### config.mk
export PLATFORM = sky130hd
export DESIGN_NAME = tube_driver
export DESIGN_NICKNAME = d
export VERILOG_FILES = /design/src/rtl/tube_pkg.sv /design/src/rtl/hex_to_seg.sv /design/src/rtl/tube_driver.sv
export SDC_FILE = /design/constraint.sdc
export NUM_CORES = 1
export LEC_CHECK = 0
export CORE_UTILIZATION = 30
export CTS_BUF_LIST = sky130_fd_sc_hd__clkbuf_4 sky130_fd_sc_hd__clkbuf_8
export DETAILED_ROUTE_END_ITERATION = 12
export GPL_TIMING_DRIVEN = 0
export SYNTH_ARGS = -nofsm -noshare
export SYNTH_HDL_FRONTEND = slang
export SYNTH_SLANG_ARGS = --single-unit
### constraint.sdc
create_clock -name clk -period 4.6 [get_ports clk]
set_input_delay 0.46 -clock clk [delete_from_list [all_inputs] [get_ports clk]]
set_output_delay 0.46 -clock clk [all_outputs]
set_load 0.1 [all_outputs]
### src/rtl/tube_pkg.sv
// Shared constants for the 7-segment tube driver and its register map.
package tube_pkg;

    typedef enum logic {
        ADDR_DATA = 1'b0,
        ADDR_CTRL = 1'b1
    } addr_e;

    localparam logic [31:0] DATA_RST = 32'h0000_0000;
    localparam logic [31:0] CTRL_RST = 32'h0000_00FF;

    localparam int unsigned CTRL_EN_LSB    = 0;
    localparam int unsigned CTRL_DP_LSB    = 8;
    localparam int unsigned CTRL_BLANK_BIT = 16;
    localparam int unsigned CTRL_W         = 17;

    localparam logic [7:0] SEG_OFF = 8'hFF;

    function automatic logic [31:0] apply_be(
        input logic [31:0] cur,
        input logic [31:0] wd,
        input logic [3:0]  be
    );
        logic [31:0] r;
        r = cur;
        for (int unsigned i = 0; i < 4; i++) begin
            if (be[i]) r[8*i +: 8] = wd[8*i +: 8];
        end
        return r;
    endfunction

endpackage

### src/rtl/hex_to_seg.sv
// Combinational hex nibble to active-low 7-segment pattern (bit 0 = a .. bit 6 = g).
module hex_to_seg (
    input  logic [3:0] hex_i,
    output logic [6:0] seg_o
);

    always_comb begin
        seg_o = 7'h7F;
        unique case (hex_i)
            4'h0: seg_o = 7'h40;
            4'h1: seg_o = 7'h79;
            4'h2: seg_o = 7'h24;
            4'h3: seg_o = 7'h30;
            4'h4: seg_o = 7'h19;
            4'h5: seg_o = 7'h12;
            4'h6: seg_o = 7'h02;
            4'h7: seg_o = 7'h78;
            4'h8: seg_o = 7'h00;
            4'h9: seg_o = 7'h10;
            4'hA: seg_o = 7'h08;
            4'hB: seg_o = 7'h03;
            4'hC: seg_o = 7'h46;
            4'hD: seg_o = 7'h21;
            4'hE: seg_o = 7'h06;
            4'hF: seg_o = 7'h0E;
            default: seg_o = 7'h7F;
        endcase
    end

endmodule

### src/rtl/tube_driver.sv
// Memory-mapped 8-digit 7-segment driver: DATA/CTRL registers, prescaled scan, registered outputs.
module tube_driver
    import tube_pkg::*;
#(
    parameter int unsigned SCAN_DIV = 50000
) (
    input  logic        clk,
    input  logic        reset_n,
    input  logic        Addr,
    input  logic        WE,
    input  logic [3:0]  BE,
    input  logic [31:0] WD,
    output logic [31:0] RD,
    output logic [7:0]  digit_sel,
    output logic [7:0]  seg
);

    localparam int unsigned   PW       = (SCAN_DIV > 1) ? $clog2(SCAN_DIV) : 1;
    localparam logic [PW-1:0] PRE_LAST = PW'(SCAN_DIV - 1);

    logic [31:0]       data_q, data_d;
    logic [CTRL_W-1:0] ctrl_q, ctrl_d;
    logic [PW-1:0]     pre_q, pre_d;
    logic [2:0]        idx_q, idx_d;
    logic [7:0]        dsel_q, dsel_d;
    logic [7:0]        seg_q, seg_d;

    logic [3:0] nib;
    logic [6:0] hex_seg;
    logic [7:0] en_mask;
    logic [7:0] dp_mask;
    logic       blank;
    logic       step;

    assign en_mask = ctrl_q[CTRL_EN_LSB +: 8];
    assign dp_mask = ctrl_q[CTRL_DP_LSB +: 8];
    assign blank   = ctrl_q[CTRL_BLANK_BIT];
    assign nib     = data_q[{idx_q, 2'b00} +: 4];

    hex_to_seg u_hex (
        .hex_i (nib),
        .seg_o (hex_seg)
    );

    always_comb begin
        data_d = data_q;
        ctrl_d = ctrl_q;
        if (WE) begin
            if (Addr == ADDR_CTRL) ctrl_d = CTRL_W'(apply_be(32'(ctrl_q), WD, BE));
            else                   data_d = apply_be(data_q, WD, BE);
        end
    end

    always_comb begin
        step  = (pre_q == PRE_LAST);
        pre_d = step ? '0 : pre_q + 1'b1;
        idx_d = step ? idx_q + 3'd1 : idx_q;
    end

    // Outputs come from the current idx/registers, so a new idx or write shows one edge later.
    always_comb begin
        dsel_d = SEG_OFF;
        seg_d  = SEG_OFF;
        if (en_mask[idx_q] && !blank) begin
            dsel_d = ~(8'd1 << idx_q);
            seg_d  = {~dp_mask[idx_q], hex_seg};
        end
    end

    always_ff @(posedge clk or negedge reset_n) begin
        if (!reset_n) begin
            data_q <= DATA_RST;
            ctrl_q <= CTRL_W'(CTRL_RST);
            pre_q  <= '0;
            idx_q  <= '0;
            dsel_q <= SEG_OFF;
            seg_q  <= SEG_OFF;
        end else begin
            data_q <= data_d;
            ctrl_q <= ctrl_d;
            pre_q  <= pre_d;
            idx_q  <= idx_d;
            dsel_q <= dsel_d;
            seg_q  <= seg_d;
        end
    end

    assign RD        = (Addr == ADDR_CTRL) ? 32'(ctrl_q) : data_q;
    assign digit_sel = dsel_q;
    assign seg       = seg_q;

endmodule

# ---- Word-level counts from Yosys, hierarchy flattened
# Memories as Yosys holds them, arrays and structs flattened.
# Cells that the tools add are included.
dict set report classes {
  n_addsub 2
  magnitude_cmp 1
  eq_ne 1
  shifts 2
  muxes 8
  bitwise_logic 3
  reduce_logical 9
}
# op n
set op_table {}
lappend op_table {{$mux W32} 1}
lappend op_table {{$shiftx A32 B6 Y4} 1}
lappend op_table {{$reduce_and A3 Y1} 7}
lappend op_table {{$add A16 B1 Y16 const B} 1}
lappend op_table {{$eq A16 B16 Y1 const B} 1}
lappend op_table {{$mux W16} 1}
lappend op_table {{$mux W8} 2}
lappend op_table {{$not A8 Y8} 1}
lappend op_table {{$shl A1 B3 Y8 const A} 1}
lappend op_table {{$bmux W1 S3} 2}
lappend op_table {{$lt A3 B4 Y1 const B} 1}
lappend op_table {{$add A3 B1 Y3 const B} 1}
lappend op_table {{$mux W1} 2}
lappend op_table {{$not A1 Y1} 2}
lappend op_table {{$logic_and A1 B1 Y1} 1}
lappend op_table {{$logic_not A1 Y1} 1}
dict set report word_totals {
  ff_bits 84
  romBits 112
  input_bits 40
  out_inout_bits 48
  elab_cells 38
  memories 1
}
# memory words width read_ports rd_ports_with_merged_regs write_ports line_no
set mem_list {}
lappend mem_list {{(name not given)} 16 7 1 0 0 hex_to_seg.sv:9} ;# unique case (hex_i)

# ---- Logic depth before layout (Yosys ltp)
dict set report logic_depth {
  word_depth 4
  ltp_mapped 10
  ltp_nobuf 8
}

# ---- Modules after synthesis
# Synthesis repeated with hierarchy kept, for this count alone.
dict set report hier_totals {
  cells_unflattened 329
  area_unflattened_um2 4266.6
}
# module instances cells_each area_each_um2 seq_area_each_um2
set modules_own_cells {}
lappend modules_own_cells {tube_driver 1 297 3991.3 2132.0}
lappend modules_own_cells {hex_to_seg 1 32 275.3 0.0}

# ---- Worst setup path after synthesis
# OpenSTA, ideal clock, no wires.
dict set report synth_timing {
  path_kind {in2out}
  from {input Addr}
  to {output RD[17]}
  arrival_ns 2.221
  required_time_ns 4.140
  path_slack_ns 1.919
  stages 3
  path_buffers 2
  path_cell_list {clkbuf_1 > buf_1 > nor2b_1}
}
dict set report synth_between {
  elab_chain_cells 1
}
# item line_no
set synth_rtl {}
lappend synth_rtl {{from (decl)} tube_driver.sv:9} ;# input logic Addr,
lappend synth_rtl {{$mux W32} tube_driver.sv:88} ;# assign RD = (Addr == ADDR_CTRL) ? 32'(ctrl_q) : data_q;
lappend synth_rtl {{to (decl)} tube_driver.sv:13} ;# output logic [31:0] RD,
# Every way passes these cells.

# ---- Final worst setup path
dict set report layout_timing {
  from {input Addr}
  to {output RD[3]}
}
# Same word-level chain as after synthesis.

==> metrics <==
status finished clean; CP Max Fanout 10; hold path start pre_q[0]$_DFF_PN0_; vias in the first global route 3144; gr usage total between 10 and 15%; final setup margin roughly 1400 ps; Initial DRC Count between 150 and 200; filler instances ~1300; drt total wl between 9000 and 10000 um; Die Area between 10000 and 15000 um^2; Area growth syn-to-layout 32.1%; most frequently used flop master after synthesis dfrtp_1; fraction of registers with async set/reset 100%; cell family contributing the most delay on the critical path buffers and inverters; R2R cell count 8; # IOs slightly below 90; Worst Skew about 13 ps; multiplexer share of the synthesized area approximately a quarter; synthesized area 4180 um^2; H-tree level count 3; GRT overflow 0; largest area contributor in the netlist dfrtp_1; share of layout cells above drive strength 1 between 20% and 30%; clk sinks 84; Synth top area share 35.9%; Syn Nets ~380; mean area per synthesized cell approximately 13 um^2; CTS tree built; Hold Crit Class reg2reg; Buf/Inv on CP 3; Residual DRC 0; #FFs+latches synth 84; Setup TNS Final 0 ps; Max stage delay on crit path around 1100 ps; Netlist cell types 37; RSZ-0062 raised after global routing no; Pre-Repair DR Iteration Count 4; core area between 10000 and 15000 um^2; reg-to-reg critical path endpoint seg[3]$_DFF_PN1_; worst skew pair latency approximately 360 ps; Initial Util 31.2%; Final GP Congestion between 0.8 and 0.9; crit path from Addr; port bufs 86; adder-cell share of the synthesized area approximately 3.9%; most frequent cells in the layout 85 x clkdlybuf4s50_1, 67 x mux2_2, 60 x dfrtp_1, 28 x nand2_1, 24 x dfstp_2; Crit Path Class in2out; Worst setup SP type input port; root cell of the clock tree clkbuf_8; antenna violations before repair 0; period utilization between 70% and 80%; Worst path most repeated cell clkbuf_1; Slew HR 33.0%; Fin. Hold Viols 0; Max Clock Freq 310 MHz; Final #Nets around 480; main area contributors after synthesis dfrtp_1 36%, mux2_2 18%, dfstp_2 15%, mux4_2 5.4%, ha_1 3.9%; largest family of logic cells by synthesized area multiplexers; crit path time final ~3200 ps; PwrDens roughly 450 nW/um^2; Setup Fix Bufs, Post-CTS 0; reg2reg setup slack about 1800 ps; Rows between 40 and 50; most common cell after layout, fill and taps aside clkdlybuf4s50_1; Detail Placement HPWL 7260 um; RR Startpoint idx_q[1]$_DFFE_PN0N_; largest net degree at the start of global routing 64; CP required slightly above 4000 ps; Final Instance Count excl. Fillers 610; Seq/Total Area, Yosys between 50% and 60%; Max-Cap Viols 0; Arr. time, crit path roughly 2800 ps; Ys Warns 0; EDFF count, synth 0; number of antenna diodes 0; clock transition time at the flip-flop clock pins of the worst setup and hold paths ~100 ps; Worst VDD drop about 0.00022 V; CP endpoint kind output port; setup slack at placement between 1000 and 1500 ps; Chip Height between 100 and 150 um; Synth Area in XOR/XNOR roughly 3.1%; DR vias/cell between 4 and 5; CTS max path bufs 2; crit-path cells clkbuf_1 -> clkbuf_1 -> mux2_2 -> clkdlybuf4s50_1; Util after Layout between 40% and 50%; Slew Limit Fails 0; Placed Cells between 500 and 600; hold depth 1; vias ~2900; Final Setup Violations 0; post-synthesis compound-gate area fraction under 10%; Worst-Margin Slew 1000 ps; Leakage Power between 2 and 2.5 nW; Min-Delay Endpoint pre_q[0]$_DFF_PN0_; Slowest-stage cell, CP clkdlybuf4s50_1; simple-gate portion of the synthesized area ~11%; Inserted Clock Buffers 9; Detail Route Antenna Nets 0; Die X around 120 um; wire per inst between 15 and 20 um; first-pass GRT wire length ~16000 um; Post-Synthesis Cells 330
cell families after synthesis:
group                      count (synthesis)
and+or+nand+nor                           94
muxes                                     85
DFF                                       84
buffers and inverters                     21
AOI/OAI and AO/OA                         18
xor gates and xnor gates                  15
adders and majority gates                 13
worst reg2reg max path: cells and delay by family (launching register included):
kind	cells	cell delay [ps]
AOI/OAI and AO/OA	2	220
adders and majority gates	1	250
buffers and inverters	2	690
DFF	1	470
muxes	2	880
and+or+nand+nor	1	170
cell usage after synthesis, types with 3 or more instances:
master    count
buf_6         3
nor2_1       18
ha_1         13
xnor2_1       9
mux4_2       10
xor2_1        6
clkbuf_1      5
a21oi_1       4
nand3_1      11
mux2i_1       7
nor2b_1      20
nor3_1        4
o211ai_1      3
dfstp_2      24
nand2_1      28
inv_1         8
mux2_2       67
nand4_1       3
dfrtp_1      60
o221ai_1      4
metrics by stage:
stage	cell area [um^2]	hold WS, ps	power, mW
6_report	5530	496	2.48
5_1_grt	5530	521	2.59
4_1_cts	5530	497	2.50
3_5_place_dp	5290	378	1.89
3_3_place_gp	5260	472	1.88
2_1_floorplan	4180	164	1.64
flip-flops by register name, summed over array words and instances, names as in the netlist:
signal	cells
pre_q	16
idx_q	3
data_q	32
seg	8
digit_sel	8
ctrl_q	17
metal layers:
layer  vias to the layer above  part of all wire, %  track usage [%]
met1                      1451                   45             19.2
met3                         9                  5.5             4.66
met2                        77                   48             23.7
met4                         0                  1.2             3.67
li1                       1361                    -                -
met5                         -                    0                0
cell type report:
class,count,area [um^2],area share [%]
Sequential cell,84,2130,38.6
Multi-Input combinational cell,225,1950,35.2
Timing Repair Buffer,88,896,16.2
Tap cell,176,220,3.99
Clock buffer,9,124,2.24
Clock inverter,7,104,1.88
Buffer,11,65.1,1.18
Inverter,10,37.5,0.679
worst max-delay path by stage:
stage / end / cells past startpoint
2_1_floorplan: RD[17] / 3
3_3_place_gp: pre_q[14]$_DFF_PN0_ / 1
3_5_place_dp: RD[3] / 4
4_1_cts: RD[3] / 4
5_1_grt: RD[3] / 4
6_report: RD[3] / 4
power breakdown:
part | switching, mW | internal [mW]
Sequential | 0.0677 | 0.857
Combinational | 0.655 | 0.296
Clock | 0.288 | 0.313
timing repair:
item	4_1_cts	5_1_grt
resized for setup	0	0
hold buffers	1	0
hold endpoints to repair	14	0
Power figures use the tool's default switching activity.
